**src/rtl/cpu_pkg.sv**
```systemverilog
// Shared definitions for the multicycle CPU front end:
// next-PC encodings, reset/halt defaults and instruction field layout.
package cpu_pkg;

  localparam logic [1:0] PC_NEXT   = 2'b00;
  localparam logic [1:0] PC_BRANCH = 2'b01;
  localparam logic [1:0] PC_JR     = 2'b10;
  localparam logic [1:0] PC_JUMP   = 2'b11;

  localparam logic [5:0]  HALT_OPCODE_DEF = 6'b111111;
  localparam logic [31:0] RESET_PC_DEF    = 32'h0000_0000;

  localparam int OP_LSB = 26;
  localparam int RS_LSB = 21;
  localparam int RT_LSB = 16;
  localparam int RD_LSB = 11;

  typedef struct packed {
    logic [5:0]  opcode;
    logic [4:0]  rs;
    logic [4:0]  rt;
    logic [4:0]  rd;
    logic [10:0] lo;
  } instr_t;

endpackage

```
**src/rtl/fetch_unit_if.sv**
```systemverilog
// Instruction memory port of the fetch stage.
// Read data is combinational from the address.
interface fetch_unit_if;
  logic [31:0] ins_addr;
  logic        ins_rd;
  logic [31:0] ins_rdata;

  modport master (
    output ins_addr,
    output ins_rd,
    input  ins_rdata
  );

  modport slave (
    input  ins_addr,
    input  ins_rd,
    output ins_rdata
  );
endinterface

```
**src/rtl/next_pc_mux.sv**
```systemverilog
// Next-PC target selection and word alignment.
// Misaligned targets are forced down to the word boundary.
module next_pc_mux
  import cpu_pkg::*;
(
  input  logic [31:0] pc,
  input  logic [31:0] pc4,
  input  logic [31:0] ext_imm,
  input  logic [31:0] rs_data,
  input  logic [25:0] jaddr,
  input  logic [1:0]  pc_src,
  output logic [31:0] target,
  output logic        misaligned
);

  logic [31:0] raw;

  always_comb begin
    raw = pc + 32'd4;
    unique case (pc_src)
      PC_NEXT:   raw = pc + 32'd4;
      PC_BRANCH: raw = pc4 + (ext_imm << 2);
      PC_JR:     raw = rs_data;
      PC_JUMP:   raw = {pc4[31:28], jaddr, 2'b00};
      default:   raw = pc + 32'd4;
    endcase
  end

  assign misaligned = |raw[1:0];
  assign target     = {raw[31:2], 2'b00};

endmodule

```
**src/rtl/fetch_unit.sv**
```systemverilog
// Fetch stage: PC, IR, latched PC+4, sticky halt/misalign
// flags and retired-fetch counter.
module fetch_unit
  import cpu_pkg::*;
#(
  parameter logic [31:0] RESET_PC    = RESET_PC_DEF,
  parameter logic [5:0]  HALT_OPCODE = HALT_OPCODE_DEF
) (
  input  logic         clk,
  input  logic         reset,
  input  logic         PCWre,
  input  logic         IRWre,
  input  logic         InsMemRW,
  input  logic [1:0]   PCSrc,
  input  logic [31:0]  ext_imm,
  input  logic [31:0]  rs_data,
  fetch_unit_if.master imem,
  output logic [31:0]  pc,
  output logic [31:0]  pc4,
  output logic [31:0]  ir,
  output logic [5:0]   opcode,
  output logic [4:0]   rs,
  output logic [4:0]   rt,
  output logic [4:0]   rd,
  output logic [15:0]  imm16,
  output logic [25:0]  jaddr,
  output logic         halted,
  output logic         misalign,
  output logic [31:0]  instr_count
);

  logic [31:0] pc_q, pc_d;
  logic [31:0] pc4_q, pc4_d;
  instr_t      ir_q, ir_d;
  logic [31:0] cnt_q, cnt_d;
  logic        halted_q, halted_d;
  logic        misalign_q, misalign_d;

  logic [31:0] target;
  logic        tgt_mis;
  logic        ld_ir;
  logic        wr_pc;

  next_pc_mux u_next_pc (
    .pc         (pc_q),
    .pc4        (pc4_q),
    .ext_imm    (ext_imm),
    .rs_data    (rs_data),
    .jaddr      (jaddr),
    .pc_src     (PCSrc),
    .target     (target),
    .misaligned (tgt_mis)
  );

  assign ld_ir = IRWre & InsMemRW & ~halted_q;
  assign wr_pc = PCWre & ~halted_q;

  always_comb begin
    pc_d       = pc_q;
    pc4_d      = pc4_q;
    ir_d       = ir_q;
    cnt_d      = cnt_q;
    misalign_d = misalign_q;
    halted_d   = halted_q | (ir_q.opcode == HALT_OPCODE);
    if (ld_ir) begin
      ir_d  = instr_t'(imem.ins_rdata);
      pc4_d = pc_q + 32'd4;
      cnt_d = cnt_q + 32'd1;
    end
    if (wr_pc) begin
      pc_d       = target;
      misalign_d = misalign_q | tgt_mis;
    end
  end

  always_ff @(posedge clk or negedge reset) begin
    if (!reset) begin
      pc_q       <= RESET_PC;
      pc4_q      <= '0;
      ir_q       <= '0;
      cnt_q      <= '0;
      halted_q   <= 1'b0;
      misalign_q <= 1'b0;
    end else begin
      pc_q       <= pc_d;
      pc4_q      <= pc4_d;
      ir_q       <= ir_d;
      cnt_q      <= cnt_d;
      halted_q   <= halted_d;
      misalign_q <= misalign_d;
    end
  end

  assign imem.ins_addr = pc_q;
  assign imem.ins_rd   = InsMemRW & ~halted_q;

  assign pc          = pc_q;
  assign pc4         = pc4_q;
  assign ir          = ir_q;
  assign opcode      = ir_q.opcode;
  assign rs          = ir_q.rs;
  assign rt          = ir_q.rt;
  assign rd          = ir_q.rd;
  assign imm16       = ir[15:0];
  assign jaddr       = ir[25:0];
  assign halted      = halted_q;
  assign misalign    = misalign_q;
  assign instr_count = cnt_q;

endmodule

```
**src/flat_wrapper.sv**
```systemverilog
// flat-port wrapper written by rule: the top's interface ports become plain ports
module fetch_unit_flat import cpu_pkg::*;
#(
  parameter logic [31:0] RESET_PC    = RESET_PC_DEF,
  parameter logic [5:0]  HALT_OPCODE = HALT_OPCODE_DEF
)
  (clk, reset, PCWre, IRWre, InsMemRW, PCSrc, ext_imm, rs_data, pc, pc4, ir, opcode, rs, rt, rd, imm16, jaddr, halted, misalign, instr_count, imem_ins_addr, imem_ins_rd, imem_ins_rdata);
  fetch_unit_if imem_i ();
  input  logic clk;
  input  logic reset;
  input  logic PCWre;
  input  logic IRWre;
  input  logic InsMemRW;
  input  logic [1:0] PCSrc;
  input  logic [31:0] ext_imm;
  input  logic [31:0] rs_data;
  output logic [31:0] pc;
  output logic [31:0] pc4;
  output logic [31:0] ir;
  output logic [5:0] opcode;
  output logic [4:0] rs;
  output logic [4:0] rt;
  output logic [4:0] rd;
  output logic [15:0] imm16;
  output logic [25:0] jaddr;
  output logic halted;
  output logic misalign;
  output logic [31:0] instr_count;
  output wire logic [$bits(imem_i.ins_addr)-1:0] imem_ins_addr;
  output wire logic [$bits(imem_i.ins_rd)-1:0] imem_ins_rd;
  input wire logic [$bits(imem_i.ins_rdata)-1:0] imem_ins_rdata;
  assign imem_ins_addr = imem_i.ins_addr;
  assign imem_ins_rd = imem_i.ins_rd;
  assign imem_i.ins_rdata = imem_ins_rdata;
  fetch_unit #(.RESET_PC(RESET_PC), .HALT_OPCODE(HALT_OPCODE)) u_core (.clk(clk), .reset(reset), .PCWre(PCWre), .IRWre(IRWre), .InsMemRW(InsMemRW), .PCSrc(PCSrc), .ext_imm(ext_imm), .rs_data(rs_data), .imem(imem_i), .pc(pc), .pc4(pc4), .ir(ir), .opcode(opcode), .rs(rs), .rt(rt), .rd(rd), .imm16(imm16), .jaddr(jaddr), .halted(halted), .misalign(misalign), .instr_count(instr_count));
endmodule
```
**config.mk**
```make
export PLATFORM = sky130hd
export DESIGN_NAME = fetch_unit_flat
export DESIGN_NICKNAME = d
export VERILOG_FILES = /design/src/rtl/cpu_pkg.sv /design/src/rtl/fetch_unit_if.sv /design/src/rtl/next_pc_mux.sv /design/src/rtl/fetch_unit.sv /design/src/flat_wrapper.sv
export SDC_FILE = /design/constraint.sdc
export NUM_CORES = 1
export LEC_CHECK = 0
export CORE_ASPECT_RATIO = 1.2
export CORE_MARGIN = 2
export CORE_UTILIZATION = 36
export CTS_BUF_LIST = sky130_fd_sc_hd__clkbuf_8
export DETAILED_ROUTE_END_ITERATION = 8
export GPL_ROUTABILITY_DRIVEN = 0
export PLACE_DENSITY = 0.77
export SLEW_MARGIN = 30
export SYNTH_ARGS = -nofsm -noshare
export SYNTH_HDL_FRONTEND = slang
export SYNTH_SLANG_ARGS = --single-unit
```
**constraint.sdc**
```tcl
create_clock -name clk -period 3.3 [get_ports clk]
set_input_delay 0.66 -clock clk [delete_from_list [all_inputs] [get_ports clk]]
set_output_delay 0.66 -clock clk [all_outputs]
set_load 0.1 [all_outputs]
```
# ---- Word level (Yosys, flattened, before mapping)
# Index checks and enable logic that the tools add are counted.
dict set report word_totals {
  regBits 128
  input_bits 103
}
dict set report classes {
  n_addsub 3
  n_eq_ne 4
  n_mux 1
  n_bitwise 7
  reduce_logical 2
}
# cell n
set ops {}
lappend ops {{case mux 32 bit (4 select lines)} 1}
lappend ops {{adder 32 x 1 -> 32 bit (second input constant)} 1}
lappend ops {{adder 32 x 3 -> 32 bit (second input constant)} 1}
lappend ops {{adder 32 bit} 1}
lappend ops {{== test 6 bit (second input constant)} 1}
lappend ops {{bitwise AND 1 bit} 4}
lappend ops {{== test 2 bit (second input constant)} 2}
lappend ops {{== test 2 x 1 -> 1 bit (second input constant)} 1}
lappend ops {{zero test 2 bit} 1}
lappend ops {{bitwise OR 1 bit} 2}
lappend ops {{OR reduction 2 bit} 1}
lappend ops {{inverter 1 bit} 1}

# ---- Longest topological paths before layout
# Gate-level depths: netlist of run 1.
dict set report logic_depth {
  ltp_word 4
  depth_mapped 11
  mapped_depth_nobuf 11
}

# ---- By module
# Synthesis of run 1 repeated with hierarchy kept, for this count alone.
dict set report hier_totals {
  hier_cells 1073
  hier_area_um2 9560.4
}
# module n_inst cells_per_inst area_each_um2
set modules_own_cells {}
lappend modules_own_cells {fetch_unit 1 644 6344.8}
lappend modules_own_cells {next_pc_mux 1 429 3215.6}

# ---- Least setup slack after synthesis of run 1
# Ideal clock, no wire load.
dict set report synth_timing {
  kind {register -> register}
  startpoint {register u_core.halted_q, in the netlist u_core.halted}
  endpoint {register u_core.cnt_q[31], in the netlist u_core.instr_count[31]}
  arrival_time_ns 4.142
  setup_slack_ns -1.000
  path_stages_with_launch 8
  path_buffers 0
  path_cell_list {dfrtp_1 -> nor2b_1 -> nand2_1 -> nor2_1 -> nand3_1 -> nor4_1 -> nand4_1 -> xnor2_1}
}
dict set report synth_between {
  elab_chain_len 2
}
# element line_no
set synth_lines {}
lappend synth_lines {{start, declared} fetch_unit.sv:36} ;# logic halted_q, halted_d;
lappend synth_lines {{start signal, assigned} fetch_unit.sv:89} ;# halted_q <= halted_d;
lappend synth_lines {{inverter 1 bit} fetch_unit.sv:55} ;# assign ld_ir = IRWre & InsMemRW & ~halted_q;
lappend synth_lines {{bitwise AND 1 bit} fetch_unit.sv:55}
lappend synth_lines {{end signal, assigned} fetch_unit.sv:88} ;# cnt_q <= cnt_d;
lappend synth_lines {{end, declared} fetch_unit.sv:35} ;# logic [31:0] cnt_q, cnt_d;
# No other way between the ends.
# A chain may end at the register's enable or synchronous reset.

# ---- Worst setup path after layout of run 1
dict set report layout_timing {
  startpoint {input ext_imm[0]}
  endpoint {register u_core.pc_q[28], in the netlist u_core.imem.ins_addr[28]}
}
dict set report layout_between {
  elab_chain_len 2
}
# element line_no
set layout_lines {}
lappend layout_lines {{start, declared} flat_wrapper.sv:15} ;# input logic [31:0] ext_imm;
lappend layout_lines {{adder 32 bit} next_pc_mux.sv:22} ;# PC_BRANCH: raw = pc4 + (ext_imm << 2);
lappend layout_lines {{case mux 32 bit (4 select lines)} next_pc_mux.sv:20} ;# unique case (pc_src)
lappend layout_lines {{end signal, assigned} fetch_unit.sv:85} ;# pc_q <= pc_d;
lappend layout_lines {{end, declared} fetch_unit.sv:32} ;# logic [31:0] pc_q, pc_d;
# No other way between the ends.

==> results of run 1 <==
-- how the worst max path moves through the flow --
stage | start | end | slack (ns) | depth (start not counted)
detailed placement | ext_imm[0] | u_core.imem.ins_addr[28] | -0.44 | 12
global route | ext_imm[0] | u_core.imem.ins_addr[30] | 0.04 | 13
finish | ext_imm[0] | u_core.imem.ins_addr[28] | 0.20 | 12
CTS | ext_imm[0] | u_core.imem.ins_addr[28] | 0.04 | 12
global placement | ext_imm[0] | u_core.imem.ins_addr[28] | -0.43 | 12
floorplan | u_core.halted | u_core.instr_count[26] | 0.03 | 9
-- worst max-delay path, stage by stage --
cell                              delay, ns
sky130_fd_sc_hd__clkdlybuf4s50_1       0.41
sky130_fd_sc_hd__ha_1                  0.23
sky130_fd_sc_hd__fa_2                  0.40
sky130_fd_sc_hd__a211oi_2              0.25
sky130_fd_sc_hd__nor2_1                0.10
sky130_fd_sc_hd__a21oi_1               0.17
sky130_fd_sc_hd__a2bb2oi_1             0.24
sky130_fd_sc_hd__a211o_1               0.16
sky130_fd_sc_hd__a21oi_1               0.13
sky130_fd_sc_hd__a311oi_2              0.30
sky130_fd_sc_hd__xnor2_1               0.10
sky130_fd_sc_hd__a221o_1               0.31
-- flip-flops by register name, summed over array words and instances (netlist names) --
| name | count |
|---|---|
| u_core.imem.ins_addr | 30 |
| u_core.misalign | 1 |
| u_core.halted | 1 |
| u_core.imm16 | 11 |
| u_core.rs | 5 |
| u_core.pc4 | 30 |
| u_core.rd | 5 |
| u_core.rt | 5 |
| u_core.instr_count | 32 |
| u_core.opcode | 6 |
-- final cells by class --
| cell class | instances | area (um^2) |
|---|---|---|
| fill | 2161 | 11690 |
| clock inverter | 15 | 163.9 |
| inverter | 12 | 45.04 |
| clock buffer | 17 | 234.0 |
| timing repair buffer | 376 | 3082 |
| multi-input combinational | 699 | 4364 |
| sequential | 126 | 3153 |
| tap | 315 | 394.1 |
-- metal layers --
| layer | routed length, um | global-route usage | up-vias |
|---|---|---|---|
| met2 | 13970 | 0.3764 | 378 |
| met3 | 2080 | 0.04788 | 53 |
| met1 | 11700 | 0.2910 | 3867 |
| met4 | 703 | 0.07715 | 0 |
| li1 | - | - | 3785 |
| met5 | 0 | 0 | - |
-- cells in the mapped netlist, drive strengths merged (8+ instances only) --
library cell,count
nor2,51
nor2b,8
a21oi,58
a31oi,10
nand2,203
dfrtp,126
a21o,11
clkbuf,32
xnor2,64
ha,31
and3,11
o22ai,9
mux4,11
buf,112
nand4,20
o21ai,55
nor3,9
inv,12
nand3,30
xor2,21
o21a,9
-- cells by family after synthesis --
logic type                 Yosys count  synth area share
AOI/OAI and AO/OA                  200            0.1487
other                                1         0.0004444
xor gates and xnor gates            85           0.08823
and+or+nand+nor                    354            0.1834
muxes                               22           0.04330
DFF                                126            0.3737
buffers and inverters              156            0.1139
adders and majority gates           32           0.04834
-- stage by stage --
step,instances,setup slack (ns)
final,1560,0.2024
after global routing,1560,0.04313
after CTS,1560,0.04371
after detailed placement,1528,-0.4406
after global placement,1528,-0.4305
after floorplan,981,0.02721
-- what timing repair did --
action / CTS / global route
resized for setup: 0 / 2
setup endpoints to repair: 0 / 5
setup buffers: 0 / 0
==> flow_summary.yaml, run 1 <==
cts:
  clockRootBuffer: "sky130_fd_sc_hd__clkbuf_8"
  cts.sinks: 126
  clock_tree.buffer_depth: 2
  hold_buffers: 0
  cts_max_level: 4
  path_clk_slew_ns: 0.09
  worst_skew_pair_latency_ns: 0.48
  tritoncts_clock_tree: "built"
  numCtsBuffers: 17
sta:
  worst_hold_margin_ns: 0.1163
  peak_freq_mhz: 322.8
  grt_setup_unrepaired: "false"
  slew_at_the_pin_closest_to_its_max_slew_limit_ns: 0.8154
  tns_ns: 0
  slew-limit-headroom: 0.4564
  finalSetupViolations: 0
  post-route-period-util: 0.9387
  period_minus_slack_ns: 3.098
  fin_max_slew_vios: 0
  timing.clock.skew_ns: 0.02116
  final_hold_viol_count: 0
worst_setup_path:
  regToRegSetupSlack_ns: 0.41
  timing.rr.end: "u_core.imem.ins_addr[28]"
  crit_path_max_fo: 3
  ff2ff_path_depth: 11
  critical_path_class: "in -> reg"
  reg2reg_from: "u_core.pc4[2]"
  worst_setup_path_end_kind: "flip-flop"
  crit_required_ns: 3.66
  cp.arrival_ns: 3.46
  worst_setup_path_start_kind: "primary input"
job:
  maxCapViolations: 0
layout:
  area_growth_syn_to_layout_pct: 35.53
  drive_above_1_share: 0.2731
  fin_area_um2: 11440
  diodes: 0
  final_util: 0.4945
  layout.nets: 1367
  final_common_cell: "sky130_fd_sc_hd__buf_4"
  commonest_cells_after_routing_fill_and_taps_aside: "sky130_fd_sc_hd__buf_4, sky130_fd_sc_hd__nand2_1, sky130_fd_sc_hd__dfrtp_1"
detailed_routing:
  detail_route.wirelength_um: 28460
  drtAntennaViolNets: 0
  routedWlPerCell_um: 18.24
  route.vias.total: 8083
  drt_first_pass_iters: 5
  drc: 0
  viasPerCell: 5.181
  drtIter0Drc: 722
floorplanning:
  floorplan.die.height_um: 171.7
  num_io_pins: 329
  row_count: 61
  die_area_um2: 24690
  floorplan.initialDensity: 0.3649
  floorplan.die.width_um: 143.8
  fp.coreArea_um2: 23130
synthesis:
  ys_top_cells_by_area: "sky130_fd_sc_hd__dfrtp_1, sky130_fd_sc_hd__nand2_1, sky130_fd_sc_hd__buf_4, sky130_fd_sc_hd__xnor2_1, sky130_fd_sc_hd__ha_1"
  synth_largest_area_cell: "sky130_fd_sc_hd__dfrtp_1"
  syn_area_per_cell_um2: 8.646
  ys_seq_elements: 126
  netlist_area_um2: 8438
  synthDominantCellAreaShare: 0.3737
  number_of_enable_type_register_cells_in_the_synthesized_netlist: 0
  synthesis.instances: 976
  synthFlopType: "sky130_fd_sc_hd__dfrtp_1"
  synthesis.yosys.warnings: 0
  yosys.cell_types.count: 55
  post_synthesis_sequential_area_ratio: 0.3737
  asyncSetResetFlopFracSynth: 1.000
global_routing:
  largest_net_degree_at_the_start_of_global_routing: 81
  grt_antenna_before_repair: 0
  grt_pass1_wl_um: 42420
  grt_pass1_vias: 7675
  grtUsageTotal: 0.2260
  gr-total-overflow: 0
run_status:
  outcome: "finished clean"
placed_design:
  dpl_cell_area_um2: 11030
  io_buffers: 320
  place_hpwl_um: 21660
min_path:
  hp-class: "in -> async"
Power of run 1 is left out: the tool's default activity adds up to more than one toggle a clock period on the data nets, which glitch-free logic cannot reach.
==> run 2, diff against run 1 <==
GPL_TIMING_DRIVEN = 0   (was not set)
==> run 2 against run 1 <==
  * Worst hold slack got worse by 0.016 ns
  * First-iteration DRC count decreased by 15%
  * Maximum frequency decreased by 4.8%
  * Critical endpoint unchanged
  * Clock-buffer cell count increased by 1
  * Sequential share of layout area decreased by 2.5 points
  * Via count increased by 5.5%
  * Die area unchanged
==> flow_summary.yaml, run 2 (synthesized netlist as in run 1, its figures left out) <==
placed_design:
  place_hpwl_um: 24080
  io_buffers: 319
  placed_cells: 1616
detailed_routing:
  detailroute.wirelength.met2_um: 15630
  detail_route.wirelength_um: 31000
  route.layer.met1.wl_um: 12270
  routedWlPerCell_um: 18.76
  maxUsedRoutingLayer: "met4"
  drtAntennaViolNets: 0
  route.vias.total: 8530
  drt_first_pass_iters: 6
  viasPerCell: 5.163
  drtIter0Drc: 615
  met3_wirelength_um: 2363
  drc: 0
min_path:
  hp-class: "in -> async"
layout:
  final_common_cell: "sky130_fd_sc_hd__clkdlybuf4s50_1"
  drive_above_1_share: 0.1332
  final_cell_count_no_fill: 1652
  commonest_cells_after_routing_fill_and_taps_aside: "sky130_fd_sc_hd__clkdlybuf4s50_1, sky130_fd_sc_hd__nand2_1, sky130_fd_sc_hd__dfrtp_1"
  flip_flop_count_of_the_largest_register_all_copies_and_words_added: 32
  layout.nets: 1458
  area_growth_syn_to_layout_pct: 48.83
global_routing:
  grtUsageTotal: 0.2501
  grt_antenna_before_repair: 1
  gr-total-overflow: 0
  grt_pass1_vias: 8308
  grt_pass1_wl_um: 46870
  largest_net_degree_at_the_start_of_global_routing: 71
sta:
  post-route-period-util: 0.9861
  period_minus_slack_ns: 3.254
  finalSetupViolations: 0
  fin_max_slew_vios: 0
  peak_freq_mhz: 307.3
  worst_hold_margin_ns: 0.09991
  slew_at_the_pin_closest_to_its_max_slew_limit_ns: 1.019
  slew-limit-headroom: 0.3188
  grt_setup_unrepaired: "false"
  timing.clock.skew_ns: 0.01977
  final_hold_viol_count: 0
floorplanning:
  floorplan.initialDensity: 0.3649
  row_count: 61
  floorplan.die.height_um: 171.7
  fp.coreArea_um2: 23130
  floorplan.die.width_um: 143.8
  num_io_pins: 329
  die_area_um2: 24690
cts:
  cts_max_level: 4
  path_clk_slew_ns: 0.09
  worst_skew_pair_latency_ns: 0.47
  clock_tree.buffer_depth: 2
  numCtsBuffers: 17
  clockRootBuffer: "sky130_fd_sc_hd__clkbuf_8"
  tritoncts_clock_tree: "built"
  hold_buffers: 0
  cts.sinks: 126
worst_setup_path:
  timing.rr.end: "u_core.imem.ins_addr[28]"
  ff2ff_path_depth: 11
  cp.arrival_ns: 3.59
  reg2reg_from: "u_core.pc4[2]"
  worst_setup_path_start_kind: "primary input"
  regToRegSetupSlack_ns: 0.24
  worst_setup_path_end_kind: "flip-flop"
  crit_path_max_fo: 3
  critical_path_class: "in -> reg"
  crit_required_ns: 3.64
run_status:
  outcome: "finished clean"
job:
  maxCapViolations: 0
## run 2: how the worst max path moves through the flow
stage	start	endpoint	slack [ns]	cells after the start
2_1_floorplan	u_core.halted	u_core.instr_count[26]	0.03	9
3_3_place_gp	reset	u_core.rd[0]	-3.64	1
3_5_place_dp	ext_imm[0]	u_core.imem.ins_addr[28]	-0.74	12
4_1_cts	ext_imm[0]	u_core.imem.ins_addr[28]	0.04	12
5_1_grt	ext_imm[0]	u_core.imem.ins_addr[28]	0.01	12
6_report	ext_imm[0]	u_core.imem.ins_addr[28]	0.05	12
## run 2: through the flow
stage,worst slack (ns),area (um^2),setup TNS (ns),utilization
detailed placement,-0.7398,12080,-8.013,0.5225
floorplan,0.02721,8464,0,-
finish,0.04586,12560,0,0.5430
CTS,0.04031,12500,0,0.5407
global route,0.01195,12560,0,0.5430
global placement,-3.639,12050,-464.43,0.5211
## run 2: cell type report
| type | instances | area [um^2] |
|---|---|---|
| Multi-Input combinational cell | 699 | 4418 |
| Timing Repair Buffer | 323 | 3238 |
| Buffer | 144 | 915.9 |
| Fill cell | 2146 | 10570 |
| Tap cell | 315 | 394.1 |
| Sequential cell | 126 | 3153 |
| Clock inverter | 14 | 143.9 |
| Clock buffer | 18 | 247.7 |
| Inverter | 12 | 45.04 |
| Antenna cell | 1 | 2.502 |
## run 2: timing repair
item,CTS,global route
buffers inserted,1,2
resized for setup,5,9
setup endpoints to repair,7,5
pin swaps,1,8
## run 2: layer usage
metal	up-vias	track usage
li1	3973	-
met1	4075	0.3079
met2	431	0.4335
met3	51	0.05596
met4	0	0.08014
met5	-	0
## run 2: worst max-delay path, cell delays in order
cell and delay, ns:
sky130_fd_sc_hd__clkdlybuf4s50_1 0.41, sky130_fd_sc_hd__ha_2 0.22, sky130_fd_sc_hd__fa_2 0.45, sky130_fd_sc_hd__a211oi_4 0.27
sky130_fd_sc_hd__nor2_2 0.11, sky130_fd_sc_hd__a21oi_2 0.20, sky130_fd_sc_hd__a2bb2oi_2 0.19, sky130_fd_sc_hd__a211o_1 0.17
sky130_fd_sc_hd__a21oi_2 0.10, sky130_fd_sc_hd__a311oi_2 0.36, sky130_fd_sc_hd__xnor2_2 0.13, sky130_fd_sc_hd__a221o_1 0.32
Power of run 2 is left out for the same reason.
==> run 3, diff against run 2 <==
--- a/constraint.sdc
+++ b/constraint.sdc
@@ -3,2 +3,2 @@
 set_output_delay 0.66 -clock clk [all_outputs]
-set_load 0.1 [all_outputs]
+set_load 0.02 [all_outputs]
==> run 3 against run 2 <==
  * The flow now finishes with violations (negative setup slack)
  * Via count grew 1.5%
  * Non-clock buffer count decreased by 1
  * Register-to-register slack got worse by 0.03 ns
  * Global-route usage shrank 0.38 points
  * First-iteration DRC count is 18% higher
  * Critical endpoint unchanged
  * Clock skew is 0.0047 ns lower
==> flow_summary.yaml, run 3 (synthesized netlist as in run 1, its figures left out) <==
run_status:
  outcome: "finished with violations"
  violations: "negative setup slack"
sta:
  finalSetupViolations: 1
  period_minus_slack_ns: 3.310
  slew_at_the_pin_closest_to_its_max_slew_limit_ns: 0.8604
  slew-limit-headroom: 0.4264
  timing.clock.skew_ns: 0.01507
  final.setup.worst_slack_ns: -0.01018
  final_hold_viol_count: 0
  fin_max_slew_vios: 0
  worst_hold_margin_ns: 0.1258
  post-route-period-util: 1.003
  peak_freq_mhz: 302.1
  grt_setup_unrepaired: "true"
detailed_routing:
  detail_route.wirelength_um: 30830
  viasPerCell: 5.238
  route.vias.total: 8654
  drc: 0
  routedWlPerCell_um: 18.66
  drtIter0Drc: 725
  drt_first_pass_iters: 6
  drtAntennaViolNets: 0
cts:
  cts_max_level: 4
  cts.sinks: 126
  tritoncts_clock_tree: "built"
  clockRootBuffer: "sky130_fd_sc_hd__clkbuf_8"
  worst_skew_pair_latency_ns: 0.45
  clock_tree.buffer_depth: 2
  numCtsBuffers: 17
  hold_buffers: 0
  path_clk_slew_ns: 0.09
layout:
  drive_above_1_share: 0.1273
  commonest_cells_after_routing_fill_and_taps_aside: "sky130_fd_sc_hd__clkdlybuf4s50_1, sky130_fd_sc_hd__nand2_1, sky130_fd_sc_hd__dfrtp_1"
  layout.nets: 1457
  final_cell_count_no_fill: 1652
  flip_flop_count_of_the_largest_register_all_copies_and_words_added: 32
  final_util: 0.5415
  fin_area_um2: 12520
  final_common_cell: "sky130_fd_sc_hd__clkdlybuf4s50_1"
  area_growth_syn_to_layout_pct: 48.40
min_path:
  hp-class: "in -> async"
global_routing:
  gr-total-overflow: 0
  grt_pass1_vias: 8352
  largest_net_degree_at_the_start_of_global_routing: 65
  grtUsageTotal: 0.2463
  grt_antenna_before_repair: 3
  grt_pass1_wl_um: 46280
worst_setup_path:
  worst_setup_path_start_kind: "primary input"
  crit_required_ns: 3.62
  critical_path_class: "in -> reg"
  crit_path_max_fo: 3
  cp.arrival_ns: 3.63
  ff2ff_path_depth: 11
  worst_setup_path_end_kind: "flip-flop"
pwr:
  post_route_total_power_w: 0.01057
  cell_area_power_density_nw_per_um2: 844.3
  vdd_ir_drop_max_mv: 0.3744
  power_leakage_nw: 5.400
floorplanning:
  fp.coreArea_um2: 23130
  die_area_um2: 24690
  row_count: 61
  floorplan.initialDensity: 0.3649
  num_io_pins: 329
  floorplan.die.height_um: 171.7
  floorplan.die.width_um: 143.8
placed_design:
  dpl_cell_area_um2: 12080
  io_buffers: 319
  place_hpwl_um: 24220
  placed_cells: 1616
job:
  maxCapViolations: 0
## run 3: changes by cell type in the layout (fill, tap and decap cells not counted), sizes merged
| cell | change |
|---|---|
| buf | -3 |
| clkbuf | -1 |
| clkdlybuf4s50 | +2 |
| clkinvlp | +1 |
| diode | +1 |
## run 3: area by class of cell
cell class | count | area [um^2]
Buffer | 144 | 915.9
Clock inverter | 15 | 150.1
Clock buffer | 17 | 234.0
Sequential cell | 126 | 3153
Inverter | 12 | 45.04
Fill cell | 2127 | 10600
Multi-Input combinational cell | 699 | 4384
Tap cell | 315 | 394.1
Antenna cell | 2 | 5.005
Timing Repair Buffer | 322 | 3241
## run 3: layer usage
metal	vias up	share of wire	track usage
met5	-	0.00042	0
li1	3978	-	-
met4	2	0.033	0.1023
met2	452	0.50	0.4178
met3	74	0.084	0.05262
met1	4148	0.38	0.3031
## run 3: stage by stage
step | setup TNS [ns] | setup slack, ns
after floorplan | 0 | 0.2905
after global placement | -450.10 | -3.517
after detailed placement | -9.023 | -0.7695
after CTS | -0.01166 | -0.01166
after global routing | -0.06210 | -0.06210
final | -0.01018 | -0.01018
## run 3: repair_timing
item / 4_1_cts / 5_1_grt
setup endpoints to repair: 8 / 6
resized for setup: 5 / 4
endpoints found under the hold margin: 0 / 0
buffers inserted: 2 / 0
pin swaps: 2 / 2
## run 3: final timing paths
path / startpoint / end / slack [ns]
min reg2reg: u_core.instr_count[31] / u_core.instr_count[31] / 0.48
max: ext_imm[0] / u_core.imem.ins_addr[28] / -0.01
min in group clk: u_core.instr_count[31] / u_core.instr_count[31] / 0.48
max in group asynchronous: reset / u_core.imem.ins_addr[26] / 2.47
min: reset / u_core.imm16[4] / 0.13
max reg2reg: u_core.pc4[2] / u_core.imem.ins_addr[28] / 0.21
## run 3: critical path, cell delays in order
cell and delay [ns]:
sky130_fd_sc_hd__clkdlybuf4s50_1 0.41, sky130_fd_sc_hd__ha_1 0.24, sky130_fd_sc_hd__fa_2 0.43, sky130_fd_sc_hd__a211oi_4 0.28, sky130_fd_sc_hd__nor2_1 0.14, sky130_fd_sc_hd__a21oi_2 0.22, sky130_fd_sc_hd__a2bb2oi_2 0.19, sky130_fd_sc_hd__a211o_1 0.17
sky130_fd_sc_hd__a21oi_2 0.10, sky130_fd_sc_hd__a311oi_2 0.28, sky130_fd_sc_hd__xnor2_1 0.15, sky130_fd_sc_hd__a221o_1 0.35
## run 3: where the power goes
| group | leakage, nW | total, W | switching [W] | internal (W) |
|---|---|---|---|---|
| Sequential | 1.57 | 0.00282 | 0.000807 | 0.00201 |
| Clock | 0.189 | 0.00135 | 0.000730 | 0.000621 |
| Combinational | 3.64 | 0.00640 | 0.00325 | 0.00315 |
| Total | 5.40 | 0.0106 | 0.00478 | 0.00579 |
Power figures use the tool's default switching activity.
